[src/rtl/port_arb_pkg.sv]
// Shared types and helpers for the packet-granular round-robin write-channel arbiter.
package port_arb_pkg;

  typedef enum logic {
    ARB_IDLE = 1'b0,
    ARB_BUSY = 1'b1
  } arb_state_t;

  localparam int PORTNUM_DEF = 16;
  localparam int PORTNUM_MAX = 256;

  // Callers narrow the result to their own port count with a size cast.
  function automatic logic [PORTNUM_MAX-1:0] onehot(input int unsigned idx);
    return PORTNUM_MAX'(1) << idx;
  endfunction

endpackage

[src/rtl/rr_pick.sv]
// Combinational round-robin pick: lowest requester strictly above ptr, else lowest overall.
module rr_pick
  import port_arb_pkg::*;
#(
  parameter  int PORTNUM = PORTNUM_DEF,
  localparam int SELW    = $clog2(PORTNUM)
) (
  input  logic [PORTNUM-1:0] req,
  input  logic [SELW-1:0]    ptr,
  output logic               vld,
  output logic [SELW-1:0]    idx
);

  logic [PORTNUM-1:0] mask;
  logic [PORTNUM-1:0] masked;
  logic [SELW-1:0]    m_idx;
  logic [SELW-1:0]    u_idx;
  logic               m_found;
  logic               u_found;

  always_comb begin
    mask = '0;
    for (int unsigned i = 0; i < PORTNUM; i++) begin
      mask[i] = (i > 32'(ptr));
    end
    masked = req & mask;
  end

  always_comb begin
    m_idx   = '0;
    u_idx   = '0;
    m_found = 1'b0;
    u_found = 1'b0;
    for (int unsigned i = 0; i < PORTNUM; i++) begin
      if (masked[i] && !m_found) begin
        m_idx   = SELW'(i);
        m_found = 1'b1;
      end
      if (req[i] && !u_found) begin
        u_idx   = SELW'(i);
        u_found = 1'b1;
      end
    end
  end

  assign vld = |req;
  assign idx = m_found ? m_idx : u_idx;

endmodule

[src/rtl/rr_packet_arbiter.sv]
// Packet-granular round-robin arbiter for the shared cache write channel, with a
// watchdog that force-releases a grant whose packet never signals end-of-packet.
module rr_packet_arbiter
  import port_arb_pkg::*;
#(
  parameter  int PORTNUM     = PORTNUM_DEF,
  parameter  int MAX_PKT_CYC = 1024,
  localparam int SELW        = $clog2(PORTNUM)
) (
  input  logic               i_clk,
  input  logic               i_rst,
  input  logic [PORTNUM-1:0] i_req,
  input  logic               i_eop,
  input  logic               i_ready,
  output logic               o_port_ready,
  output logic [PORTNUM-1:0] o_resp,
  output logic [PORTNUM-1:0] o_nresp,
  output logic               o_en,
  output logic [SELW-1:0]    o_sel,
  output logic               o_timeout
);

  localparam int              WDW     = $clog2(MAX_PKT_CYC) + 1;
  localparam logic [WDW-1:0]  WD_LAST = WDW'(MAX_PKT_CYC - 1);

  arb_state_t         state_q, state_d;
  logic [SELW-1:0]    ptr_q, ptr_d;
  logic [WDW-1:0]     wd_q, wd_d;
  logic [PORTNUM-1:0] resp_q, resp_d;
  logic               en_q, en_d;
  logic [SELW-1:0]    sel_q, sel_d;
  logic               timeout_q, timeout_d;

  logic               pick_vld;
  logic [SELW-1:0]    pick_idx;

  rr_pick #(
    .PORTNUM (PORTNUM)
  ) u_pick (
    .req (i_req),
    .ptr (ptr_q),
    .vld (pick_vld),
    .idx (pick_idx)
  );

  always_ff @(posedge i_clk or posedge i_rst) begin
    if (i_rst) begin
      state_q   <= ARB_IDLE;
      ptr_q     <= SELW'(PORTNUM - 1);
      wd_q      <= '0;
      resp_q    <= '0;
      en_q      <= 1'b0;
      sel_q     <= '0;
      timeout_q <= 1'b0;
    end else begin
      state_q   <= state_d;
      ptr_q     <= ptr_d;
      wd_q      <= wd_d;
      resp_q    <= resp_d;
      en_q      <= en_d;
      sel_q     <= sel_d;
      timeout_q <= timeout_d;
    end
  end

  always_comb begin
    state_d   = state_q;
    ptr_d     = ptr_q;
    wd_d      = wd_q;
    resp_d    = '0;
    en_d      = en_q;
    sel_d     = sel_q;
    timeout_d = 1'b0;
    case (state_q)
      ARB_IDLE: begin
        if (pick_vld && i_ready) begin
          state_d = ARB_BUSY;
          resp_d  = PORTNUM'(onehot(32'(pick_idx)));
          sel_d   = pick_idx;
          en_d    = 1'b1;
          ptr_d   = pick_idx;
          wd_d    = '0;
        end
      end
      ARB_BUSY: begin
        // eop takes precedence over an expiring watchdog; ptr is left on the
        // stalled port in both cases so it drops to lowest priority.
        if (i_eop) begin
          state_d = ARB_IDLE;
          en_d    = 1'b0;
          wd_d    = '0;
        end else if (wd_q >= WD_LAST) begin
          state_d   = ARB_IDLE;
          en_d      = 1'b0;
          wd_d      = '0;
          timeout_d = 1'b1;
        end else begin
          wd_d = wd_q + WDW'(1);
        end
      end
      default: begin
        state_d = ARB_IDLE;
        en_d    = 1'b0;
        wd_d    = '0;
      end
    endcase
  end

  always_comb begin
    o_port_ready = (state_q == ARB_IDLE);
    o_resp       = resp_q;
    o_nresp      = ~resp_q;
    o_en         = en_q;
    o_sel        = sel_q;
    o_timeout    = timeout_q;
  end

endmodule

[config.mk]
export PLATFORM = sky130hd
export DESIGN_NAME = rr_packet_arbiter
export DESIGN_NICKNAME = d
export VERILOG_FILES = /design/src/rtl/port_arb_pkg.sv /design/src/rtl/rr_pick.sv /design/src/rtl/rr_packet_arbiter.sv
export SDC_FILE = /design/constraint.sdc
export NUM_CORES = 1
export LEC_CHECK = 0
export ABC_AREA = 1
export CORE_MARGIN = 2
export CORE_UTILIZATION = 30
export DETAILED_ROUTE_END_ITERATION = 8
export PLACE_DENSITY = 0.64
export SLEW_MARGIN = 20
export SYNTH_ARGS = -nofsm -noshare
export SYNTH_HDL_FRONTEND = slang
export SYNTH_SLANG_ARGS = --single-unit
export TNS_END_PERCENT = 100
[constraint.sdc]
create_clock -name i_clk -period 3.6 [get_ports i_clk]
set_input_delay 0.72 -clock i_clk [delete_from_list [all_inputs] [get_ports i_clk]]
set_output_delay 0.72 -clock i_clk [all_outputs]
set_load 0.03 [all_outputs]
# == Word-level counts from Yosys, hierarchy flattened ==
# Index checks and enable logic that the tools add are counted.
# word_totals
mem_bits_ro,0
input_bits,20
mem_bits_rw,0
reg_bits,38
word_cells,173
latch_bits,0
out_inout_bits,39
n_memories,0
# classes
muxes,79
bitwise,3
n_mul,0
add_sub_neg,1
n_div,0
shifts,1
n_eq_ne,2
n_lt_le_gt_ge,16
n_reduce_logical,64
# op_table
operator,n
2-to-1 mux 4 bit,17
2-to-1 mux 1 bit,42
2-to-1 mux 11 bit,3
> comparator 4 bit (first input constant),8
2-to-1 mux 16 bit,2
logical AND 1 bit,31
logical NOT 1 bit,30
2-to-1 mux 3 bit,8
case mux 11 bit (2 select lines),1
bitwise AND 16 bit,1
> comparator 3 x 4 -> 1 bit (first input constant),4
inverter 16 bit,1
OR reduction 16 bit,1
<< shifter 1 x 4 -> 16 bit (first input constant),1
adder 11 x 1 -> 11 bit (second input constant),1
>= comparator 11 x 10 -> 1 bit (second input constant),1
> comparator 2 x 4 -> 1 bit (first input constant),2
2-to-1 mux 2 bit,4
> comparator 1 x 4 -> 1 bit (first input constant),1
case mux 1 bit (2 select lines),2
AND reduction 2 bit,2
!= test 3 x 2 -> 1 bit (second input constant),1
!= test 2 x 1 -> 1 bit (second input constant),1
inverter 1 bit,1

# == Depth between registers and ports, before layout ==
# Gate-level depths: netlist of the first run.
# logic_depth
word_depth,52
ltp_mapped,14
depth_no_buf,14

# == Cells and area by module ==
# From an unflattened synthesis of the first run, not the netlist that was laid out.
# hier_totals
cells_unflattened,291
hier_area_um2,2195.9
# by_module_without_submodules
mod,area_per_inst_um2,instances,seq_area_each_um2,cells_each
rr_packet_arbiter,1597.8,1,955.9,174
rr_pick,598.1,1,0.0,117

# == Worst setup path after synthesis of the first run ==
# OpenSTA, ideal clock, no wires.
# synth_timing
path_type,input to register
from,in i_req[3]
to,"reg resp_q[15], in the netlist o_resp[15]"
setup_time_ps,73
n_path_buf,0
required_ps,3527
t_arrival_ps,1958
slack_ps,1568
stages,11
cell_sequence,nor2_1 -> nand2_1 -> nor2_4 -> nand3_1 -> inv_1 -> o211ai_1 -> nand3_1 -> nor2_1 -> nor2_2 -> nand3_1 -> nor2_1
# synth_via
elab_chain_cells,43
elab_cells_between_ends,108
classes_between,1 x shift; 54 x mux; 1 x bitwise; 52 x reduce/logical
# synth_lines
element,line_no,rtl
"start, declared",rr_packet_arbiter.sv:12,"input logic [PORTNUM-1:0] i_req,"
bitwise AND 16 bit,rr_pick.sv:26,masked = req & mask;
logical AND 1 bit,rr_pick.sv:35,if (masked[i] && !m_found) begin
2-to-1 mux 1 bit,rr_pick.sv:35,
logical NOT 1 bit,rr_pick.sv:35,
logical AND 1 bit,rr_pick.sv:35,
2-to-1 mux 1 bit,rr_pick.sv:35,
logical NOT 1 bit,rr_pick.sv:35,
logical AND 1 bit,rr_pick.sv:35,
[... 28 more ...],n/a,
logical NOT 1 bit,rr_pick.sv:35,
logical AND 1 bit,rr_pick.sv:35,
2-to-1 mux 4 bit / 2-to-1 mux 1 bit (equally long branches),rr_pick.sv:35,
2-to-1 mux 4 bit,rr_pick.sv:47,assign idx = m_found ? m_idx : u_idx;
<< shifter 1 x 4 -> 16 bit,port_arb_pkg.sv:14,return PORTNUM_MAX'(1) << idx;
2-to-1 mux 16 bit *,rr_packet_arbiter.sv:76,if (pick_vld && i_ready) begin
2-to-1 mux 16 bit *,rr_packet_arbiter.sv:74,case (state_q)
net resp_d[15],rr_packet_arbiter.sv:29,"logic [PORTNUM-1:0] resp_q, resp_d;"
"end signal, assigned",rr_packet_arbiter.sv:59,resp_q <= resp_d;
"end, declared",rr_packet_arbiter.sv:29,
# The timed path passes the listed nets; every way through them passes the cells marked *.
# A chain may end at the register's enable or synchronous reset.

# == Worst setup path after layout of the first run ==
# layout_timing
from,in i_req[3]
to,"reg resp_q[13], in the netlist o_resp[13]"
# The elaborated chain is that of the path after synthesis.

==> results of run 1 <==
## final cells by class
cell class	count	area (µm²)
flip-flops and latches	38	956
well taps	99	124
inverters	59	221
multi-input cells	205	1010
repair buffers	59	588
clock buffers	6	82.6
clock inverters	2	12.5
fillers	732	4180
## final timing paths
check                              start          to  slack [ns]
worst max register to register  ptr_q[3]   o_resp[3]        1.45
min in group asynchronous          i_rst  o_resp[11]        0.90
worst min register to register      o_en        o_en        0.49
worst max-delay path            i_req[3]  o_resp[13]        1.08
max in group asynchronous          i_rst     wd_q[8]        1.97
worst min-delay path                o_en        o_en        0.49
## metal layers
metal / GRT usage (%) / vias up / wire length (µm)
met2: 23.6 / 52 / 2450
met5: 0 / - / 0
li1: - / 1086 / -
met1: 18.6 / 947 / 2440
met4: 4.07 / 0 / 62
met3: 3.14 / 6 / 222
## state kept, by name, summed over array words and instances (netlist names)
name and cells:
wd_q 11, o_en 1, state_q 1, o_timeout 1
ptr_q 4, o_sel 4, o_resp 16
## power groups by stage
stage / Clock, mW / Sequential [mW] / Combinational, mW
2_1_floorplan: 0 / 0.643 / 0.488
5_1_grt: 0.329 / 0.589 / 0.916
3_5_place_dp: 0 / 0.584 / 0.824
4_1_cts: 0.313 / 0.578 / 0.825
3_3_place_gp: 0 / 0.587 / 0.813
6_report: 0.301 / 0.579 / 0.820
## kinds of logic (layout without fill, tap and decap cells)
group                      count (synthesis)  in the layout
and+or+nand+nor                          162            162
buffers and inverters                     60            126
DFF                                       38             38
AOI/OAI and AO/OA                         37             37
xor gates and xnor gates                   5              5
adders and majority gates                  1              1
## critical path: cells and delay by family
family                 cells  cell delay [ns]
AND/OR/NAND/NOR            9             1.30
buffers and inverters      2             0.58
AO/OA/AOI/OAI              1             0.13
## stage by stage
stage / instance area [µm²] / total power [mW] / hold WS (ns)
6_report: 2990 / 1.70 / 0.488
5_1_grt: 2990 / 1.83 / 0.513
4_1_cts: 2990 / 1.72 / 0.487
3_5_place_dp: 2900 / 1.41 / 0.469
3_3_place_gp: 2900 / 1.40 / 0.476
2_1_floorplan: 2190 / 1.13 / 0.465
## Yosys cell counts
cell type | n | area, µm²
nand2_1 | 62 | 233
inv_1 | 57 | 214
nor2_1 | 48 | 180
dfrtp_1 | 34 | 851
nand3_1 | 27 | 135
o21ai_0 | 15 | 75.1
nor3_1 | 8 | 40.0
a21oi_1 | 5 | 25.0
nor2_2 | 5 | 31.3
o22ai_1 | 5 | 31.3
xor2_1 | 5 | 43.8
dfstp_2 | 4 | 105
nand2_2 | 3 | 18.8
o21a_1 | 3 | 22.5
o21ai_2 | 3 | 26.3
inv_2 | 2 | 7.51
nand3_2 | 2 | 20.0
nand4_1 | 2 | 12.5
nor2_4 | 2 | 22.5
o211ai_1 | 2 | 15.0
o21ai_1 | 2 | 10.0
a31oi_1 | 1 | 6.26
and2_1 | 1 | 6.26
buf_4 | 1 | 7.51
ha_1 | 1 | 12.5
nand4_4 | 1 | 21.3
nor3_2 | 1 | 10.0
o2111ai_1 | 1 | 8.76
==> impl_table.tex, run 1 <==
\begin{tabular}{lr}
\hline
Metric & Value \\
\hline
\multicolumn{2}{l}{\textbf{Power}} \\
\quad Cell internal pwr & 0.944 mW \\
\quad IR Drop Worst-Case VDD & 0.168 mV \\
\quad Clk network pwr share & 17.7\% \\
\quad Total power per unit cell area & 568 nW/µm² \\
\quad Switching power & 0.756 mW \\
\quad Sequential share of power & 34.1\% \\
\quad Static Leakage & 1.37 nW \\
\quad Portion of total power attributed to combinational logic & 48.2\% \\
\quad Switch share & 44.5\% \\
\multicolumn{2}{l}{\textbf{Synthesis}} \\
\quad Area share of xor/xnor cells in the synthesized design & 2.00\% \\
\quad Number of library cell types mapped by synthesis & 28 \\
\quad Per-instance average area after synthesis & 7.23 µm² \\
\quad Syn nets & 324 \\
\quad Warnings from Yosys & 0 \\
\quad Cell count after synthesis & 303 \\
\quad Proportion of synthesized chip area in sequential cells & 43.6\% \\
\quad Largest family of logic cells by synthesized area & simple AND/OR/NAND/NOR gates \\
\quad Area share of and/or/nand/nor cells after synthesis & 33.3\% \\
\quad Adder and majority cell fraction of the synthesized area & 0.571\% \\
\quad Flip-flop and latch count after synthesis & 38 \\
\quad Fraction of the mapped netlist area in compound gates & 10.0\% \\
\quad Multiplexer share of the synthesized area & 0\% \\
\quad Syn Std Cell Area & 2190 µm² \\
\multicolumn{2}{l}{\textbf{Finish}} \\
\quad Number of nets in the layout & 389 \\
\quad Area Growth Syn to Fin & 36.5\% \\
\quad Fin util & 41.7\% \\
\quad Layout cell share with drive strength beyond 1 & 8.67\% \\
\quad Final cell count without fillers & 468 \\
\quad Inserted Diodes & 0 \\
\quad Top library cells by usage in the layout, fill and taps aside & 62 x nand2\_1, 58 x clkdlybuf4s50\_1, 57 x inv\_1 \\
\quad Most frequent standard cell in the layout excluding fill and tap cells & nand2\_1 \\
\multicolumn{2}{l}{\textbf{CTS}} \\
\quad Number of buffers between clock root and the deepest sink & 2 \\
\quad CTS Buf Count & 5 \\
\quad Hold buffer count at cts & 0 \\
\quad Clock Pin Slew Worst Setup and Hold Paths & 0.07 ns \\
\quad Root Buffer Master & clkbuf\_8 \\
\quad CTS tree & done \\
\quad Number of clock sinks seen by CTS & 38 \\
\quad Number of levels the H-tree was split into & 2 \\
\quad Post-CTS Setup Inserts & 0 \\
\quad Number of gates given a new drive strength after cts & 0 \\
\quad Insertion delay of the later-clocked pin in the worst-skew pair & 0.29 ns \\
\multicolumn{2}{l}{\textbf{Worst hold path}} \\
\quad Hold Path Cell Cnt & 2 \\
\quad Class of the worst hold path & flip-flop to flip-flop \\
\multicolumn{2}{l}{\textbf{Timing}} \\
\quad Setup-violating endpoint count in the final report & 0 \\
\quad Sum of negative setup slack & 0 ns \\
\quad Post-route setup slack & 1.08 ns \\
\quad Number of endpoints with negative hold slack in the final report & 0 \\
\quad Final period demand of the worst path & 2.52 ns \\
\quad Slew at the pin with the worst max-slew slack & 0.842 ns \\
\quad Worst rel slew slack & 43.8\% \\
\quad Upper clock frequency limit & 396 MHz \\
\quad Clock skew after layout & 0.00984 ns \\
\quad Max-slew violation count & 0 \\
\quad Final Cycle Share & 70.1\% \\
\quad Unrepaired setup endpoints after global routing & false \\
\multicolumn{2}{l}{\textbf{GRT}} \\
\quad Pin count of the biggest net entering global routing & 24 \\
\quad Final global-route overflow total & 0 \\
\quad Global-route wire length before repair & 8780 µm \\
\quad Number of global-route vias before repair & 1984 \\
\quad Antenna violations before repair & 0 \\
\quad Total routing usage reported by global routing & 14.2\% \\
\multicolumn{2}{l}{\textbf{Critical path}} \\
\quad Arrival time at the worst endpoint & 2.74 ns \\
\quad Maximum cell stage delay along the critical path & 0.46 ns \\
\quad Ordered cell list for the critical path & clkdlybuf4s50\_1, nor2\_1, nand2\_1, nor2\_4, nand3\_1, inv\_1, o211ai\_1, nand3\_1, nor2\_1, nor2\_2, nand3\_1, nor2\_1 \\
\quad Startpoint-to-endpoint class of the critical path & primary input to flip-flop \\
\quad Data required time of the critical path & 3.81 ns \\
\quad CP Launch Type & primary input \\
\quad Library cell contributing the largest single delay on the critical path & clkdlybuf4s50\_1 \\
\quad Highest fanout seen on the critical path & 6 \\
\quad Kind of capture point of the worst setup path & flip-flop \\
\quad Worst reg2reg path depth & 10 \\
\multicolumn{2}{l}{\textbf{Placed design}} \\
\quad IO buf count & 58 \\
\quad Placer Congestion & 0.916 \\
\quad Placement Setup Slack & 0.802 ns \\
\quad Inst Count DP & 460 \\
\quad DP HPWL & 4200 µm \\
\multicolumn{2}{l}{\textbf{Drt}} \\
\quad Iteration-0 DRC count of the detailed router & 81 \\
\quad DRC violations left & 0 \\
\quad Detailed-router iteration count before antenna repair & 4 \\
\quad Remaining number of nets flagged by the antenna check after routing & 0 \\
\quad Via Count & 2091 \\
\quad Final wirelength & 5180 µm \\
\quad Average wire per standard cell & 11.1 µm \\
\quad Routed via count divided by cell count & 4.47 \\
\multicolumn{2}{l}{\textbf{Floorplan}} \\
\quad \# IOs & 59 \\
\quad Die Y & 89.5 µm \\
\quad Number of core rows & 31 \\
\quad Floorplan die area & 8010 µm² \\
\quad Effective utilization at floorplan & 30.5\% \\
\quad Placeable Area & 7180 µm² \\
\quad Die Wd & 89.5 µm \\
\multicolumn{2}{l}{\textbf{Run status}} \\
\quad Run status & complete, no violations \\
\multicolumn{2}{l}{\textbf{Run}} \\
\quad Max-Cap Viols & 0 \\
\hline
\end{tabular}
Note: power is estimated with default switching activity, not from simulation.
==> run 2: changes to the inputs <==
--- a/config.mk
+++ b/config.mk
@@ -9,7 +9,7 @@
 export CORE_MARGIN = 2
 export CORE_UTILIZATION = 30
 export DETAILED_ROUTE_END_ITERATION = 8
-export PLACE_DENSITY = 0.64
+export PLACE_DENSITY = 0.66
 export SLEW_MARGIN = 20
 export SYNTH_ARGS = -nofsm -noshare
 export SYNTH_HDL_FRONTEND = slang
==> constraint.sdc (replaced) <==
create_clock -name i_clk -period 2.1 [get_ports i_clk]
set_input_delay 0.42 -clock i_clk [delete_from_list [all_inputs] [get_ports i_clk]]
set_output_delay 0.42 -clock i_clk [all_outputs]
set_load 0.03 [all_outputs]
==> run 2 against run 1 <==
The run now ends with negative setup slack left. Utilization increased by 6.7 points. Setup slack got worse by 1.1 ns. Clock power increased by 57%. Flip-flop and latch count unchanged. Non-clock buffer count increased by 31. Register-to-register slack got worse by 1.5 ns. Clock skew decreased by 0.0029 ns. Clock-buffer cell count unchanged. Largest cell class unchanged.
==> impl_table.tex, run 2 (synthesis results as in run 1) <==
\begin{tabular}{lr}
\hline
Metric & Value \\
\hline
\multicolumn{2}{l}{\textbf{Drt}} \\
\quad Final wirelength & 5840 µm (+13\%) \\
\quad Iteration-0 DRC count of the detailed router & 120 (+48\%) \\
\quad Average wire per standard cell & 11.7 µm (+5.5\%) \\
\quad Detailed-router iteration count before antenna repair & 4 (unchanged) \\
\quad Routed via count divided by cell count & 4.59 (+2.7\%) \\
\quad Via Count & 2294 (+9.7\%) \\
\quad Remaining number of nets flagged by the antenna check after routing & 0 (unchanged) \\
\quad DRC violations left & 0 (unchanged) \\
\multicolumn{2}{l}{\textbf{Floorplan}} \\
\quad Number of core rows & 31 (unchanged) \\
\quad Placeable Area & 7180 µm² (unchanged) \\
\quad Floorplan die area & 8010 µm² (unchanged) \\
\quad Die Y & 89.5 µm (unchanged) \\
\quad \# IOs & 59 (unchanged) \\
\quad Effective utilization at floorplan & 30.5\% (unchanged) \\
\quad Die Wd & 89.5 µm (unchanged) \\
\multicolumn{2}{l}{\textbf{Placed design}} \\
\quad Inst Count DP & 481 (+4.6\%) \\
\quad IO buf count & 58 (unchanged) \\
\quad Placer Congestion & 0.869 (-5.2\%) \\
\quad DP HPWL & 4260 µm (+1.5\%) \\
\quad Area after detailed placement & 3050 µm² (+5.4\%) \\
\multicolumn{2}{l}{\textbf{Timing}} \\
\quad Worst rel slew slack & 69.3\% (+26 points) \\
\quad Post-route setup slack & -0.0383 ns (-1.11 ns) \\
\quad Final period demand of the worst path & 2.14 ns \\
\quad Clock skew after layout & 0.00694 ns (-0.00291 ns) \\
\quad Final Cycle Share & 102\% \\
\quad Number of endpoints with negative hold slack in the final report & 0 (unchanged) \\
\quad Slew at the pin with the worst max-slew slack & 0.460 ns (-0.382 ns) \\
\quad Max-slew violation count & 0 (unchanged) \\
\quad Unrepaired setup endpoints after global routing & true \\
\quad Setup-violating endpoint count in the final report & 1 (+1) \\
\quad Upper clock frequency limit & 468 MHz \\
\multicolumn{2}{l}{\textbf{Finish}} \\
\quad Layout cell share with drive strength beyond 1 & 24.9\% (+16 points) \\
\quad Top library cells by usage in the layout, fill and taps aside & 54 x clkdlybuf4s50\_1, 51 x inv\_1, 51 x nand2\_1 \\
\quad Max reg flops & 16 (unchanged) \\
\quad FILL cells & 663 (-9.4\%) \\
\quad Combined area of the multi-input logic cells & 1230 µm² (+22\%) \\
\quad Final cell count without fillers & 500 (+6.8\%) \\
\quad Register area & 956 µm² (unchanged) \\
\quad Inserted Diodes & 0 (unchanged) \\
\quad Most frequent standard cell in the layout excluding fill and tap cells & clkdlybuf4s50\_1 \\
\quad Finished Cell Area & 3470 µm² (+16\%) \\
\quad Number of nets in the layout & 421 (+8.2\%) \\
\quad Area Growth Syn to Fin & 58.3\% \\
\multicolumn{2}{l}{\textbf{Critical path}} \\
\quad Launching instance or port of the critical path & ptr\_q[3] \\
\quad Highest fanout seen on the critical path & 7 (+1) \\
\quad CP Launch Type & flip-flop \\
\quad Data required time of the critical path & 2.31 ns (-1.50 ns) \\
\quad Arrival time at the worst endpoint & 2.35 ns (-0.39 ns) \\
\quad Kind of capture point of the worst setup path & flip-flop \\
\quad FF-to-FF Start & ptr\_q[3] \\
\quad Startpoint-to-endpoint class of the critical path & flip-flop to flip-flop \\
\multicolumn{2}{l}{\textbf{Power}} \\
\quad Switch share & 45.5\% (+1.1 points) \\
\quad Static Leakage & 1.61 nW (+17\%) \\
\quad Switching power & 1.61 mW (+110\%) \\
\quad IR Drop Worst-Case VDD & 0.347 mV (+110\%) \\
\quad Portion of total power attributed to combinational logic & 58.0\% (+9.8 points) \\
\quad Sequential share of power & 28.6\% (-5.5 points) \\
\quad Total power per unit cell area & 1020 nW/µm² (+79\%) \\
\quad Cell internal pwr & 1.93 mW (+100\%) \\
\quad Clk network pwr share & 13.4\% (-4.3 points) \\
\multicolumn{2}{l}{\textbf{Run status}} \\
\quad Run status & complete, but fails checks \\
\quad Failing checks & negative setup slack \\
\multicolumn{2}{l}{\textbf{GRT}} \\
\quad Pin count of the biggest net entering global routing & 39 (+63\%) \\
\quad Antenna violations before repair & 0 (unchanged) \\
\quad Global-route wire length before repair & 8680 µm (-1.1\%) \\
\quad Number of global-route vias before repair & 2058 (+3.7\%) \\
\quad Final global-route overflow total & 0 (unchanged) \\
\quad Total routing usage reported by global routing & 14.0\% (-0.19 points) \\
\multicolumn{2}{l}{\textbf{CTS}} \\
\quad Number of levels the H-tree was split into & 2 (unchanged) \\
\quad Number of buffers between clock root and the deepest sink & 2 (unchanged) \\
\quad Root Buffer Master & clkbuf\_8 \\
\quad Clock Pin Slew Worst Setup and Hold Paths & 0.07 ns (about the same) \\
\quad Number of clock sinks seen by CTS & 38 (unchanged) \\
\quad CTS tree & done \\
\quad Hold buffer count at cts & 0 (unchanged) \\
\quad CTS Buf Count & 5 (unchanged) \\
\quad Insertion delay of the later-clocked pin in the worst-skew pair & 0.29 ns (about the same) \\
\multicolumn{2}{l}{\textbf{Run}} \\
\quad Max-Cap Viols & 0 (unchanged) \\
\multicolumn{2}{l}{\textbf{Worst hold path}} \\
\quad Class of the worst hold path & flip-flop to flip-flop \\
\quad Hold Crit Start & o\_sel[3] \\
\hline
\end{tabular}
==> run 2: cell count changes in the layout (fill, tap and decap cells not counted), sizes merged <==
| cell | before | now |
|---|---|---|
| buf | 1 | 32 |
| clkdlybuf4s50 | 58 | 54 |
| clkinv | 1 | 2 |
| clkinvlp | 1 | 0 |
| dlymetal6s2s | 0 | 4 |
| nand3 | 29 | 30 |
==> run 2: worst max-delay path: stages (launching register included) <==
cell,delay [ns]
dfstp_2,0.64
buf_6,0.14
nor2_4,0.03
nand2_2,0.06
nand2_2,0.08
nor2_4,0.15
nand4_4,0.16
nor2_4,0.16
o21ai_1,0.08
nand2_1,0.12
nand2_4,0.10
inv_4,0.11
nand3_2,0.09
nor2_1,0.15
==> run 2: final timing paths <==
check / to / slack [ns] / depth (start not counted)
setup / recovery: o_resp[4] / -0.04 / 13
hold / removal: o_sel[3] / 0.49 / 2
setup reg to reg: o_resp[4] / -0.04 / 13
hold reg to reg: o_sel[3] / 0.49 / 2
max in group asynchronous: ptr_q[0] / 1.21 / 3
min in group asynchronous: o_resp[13] / 0.54 / 3
==> run 2: area by class of cell <==
type | instances | share of cell area, %
well taps | 99 | 3.57
inverters | 59 | 6.53
multi-input cells | 206 | 35.4
clock buffers | 6 | 2.09
repair buffers | 90 | 24.5
clock inverters | 2 | 0.288
flip-flops and latches | 38 | 27.6
==> run 2: timing repair <==
item                                   4_1_cts  5_1_grt
cloned                                       0        1
setup buffers                                0       10
setup endpoints to repair                    6       35
endpoints found under the hold margin        0        0
pin swaps                                    4       22
resized for setup                            8       64
==> run 2: layer usage <==
| layer | routed length [µm] | vias to the layer above | GRT usage (%) |
|---|---|---|---|
| li1 | - | 1155 | - |
| met1 | 2530 | 1064 | 17.8 |
| met2 | 2920 | 66 | 23.6 |
| met3 | 272 | 9 | 2.59 |
| met4 | 111 | 0 | 5.56 |
| met5 | 0 | - | 0 |
==> run 2: power by group through the flow <==
stage	clock, mW	combinational, mW	sequential, mW
floorplan	0	0.837	1.10
global placement	0	1.48	1.00
detailed placement	0	1.51	0.997
CTS	0.484	1.56	0.987
global route	0.511	2.23	1.03
finish	0.473	2.05	1.01
==> run 2: through the flow <==
stage	hold WS, ns	setup slack (ns)	utilization [%]	TNS [ns]	total power [mW]
3_5_place_dp	0.472	-0.336	42.6	-8.25	2.51
5_1_grt	0.527	-0.151	48.4	-2.20	3.77
3_3_place_gp	0.470	-0.260	42.6	-6.94	2.48
6_report	0.487	-0.0383	48.4	-0.0383	3.54
2_1_floorplan	0.465	0.260	-	0	1.94
4_1_cts	0.491	0.000130	44.1	0	3.03
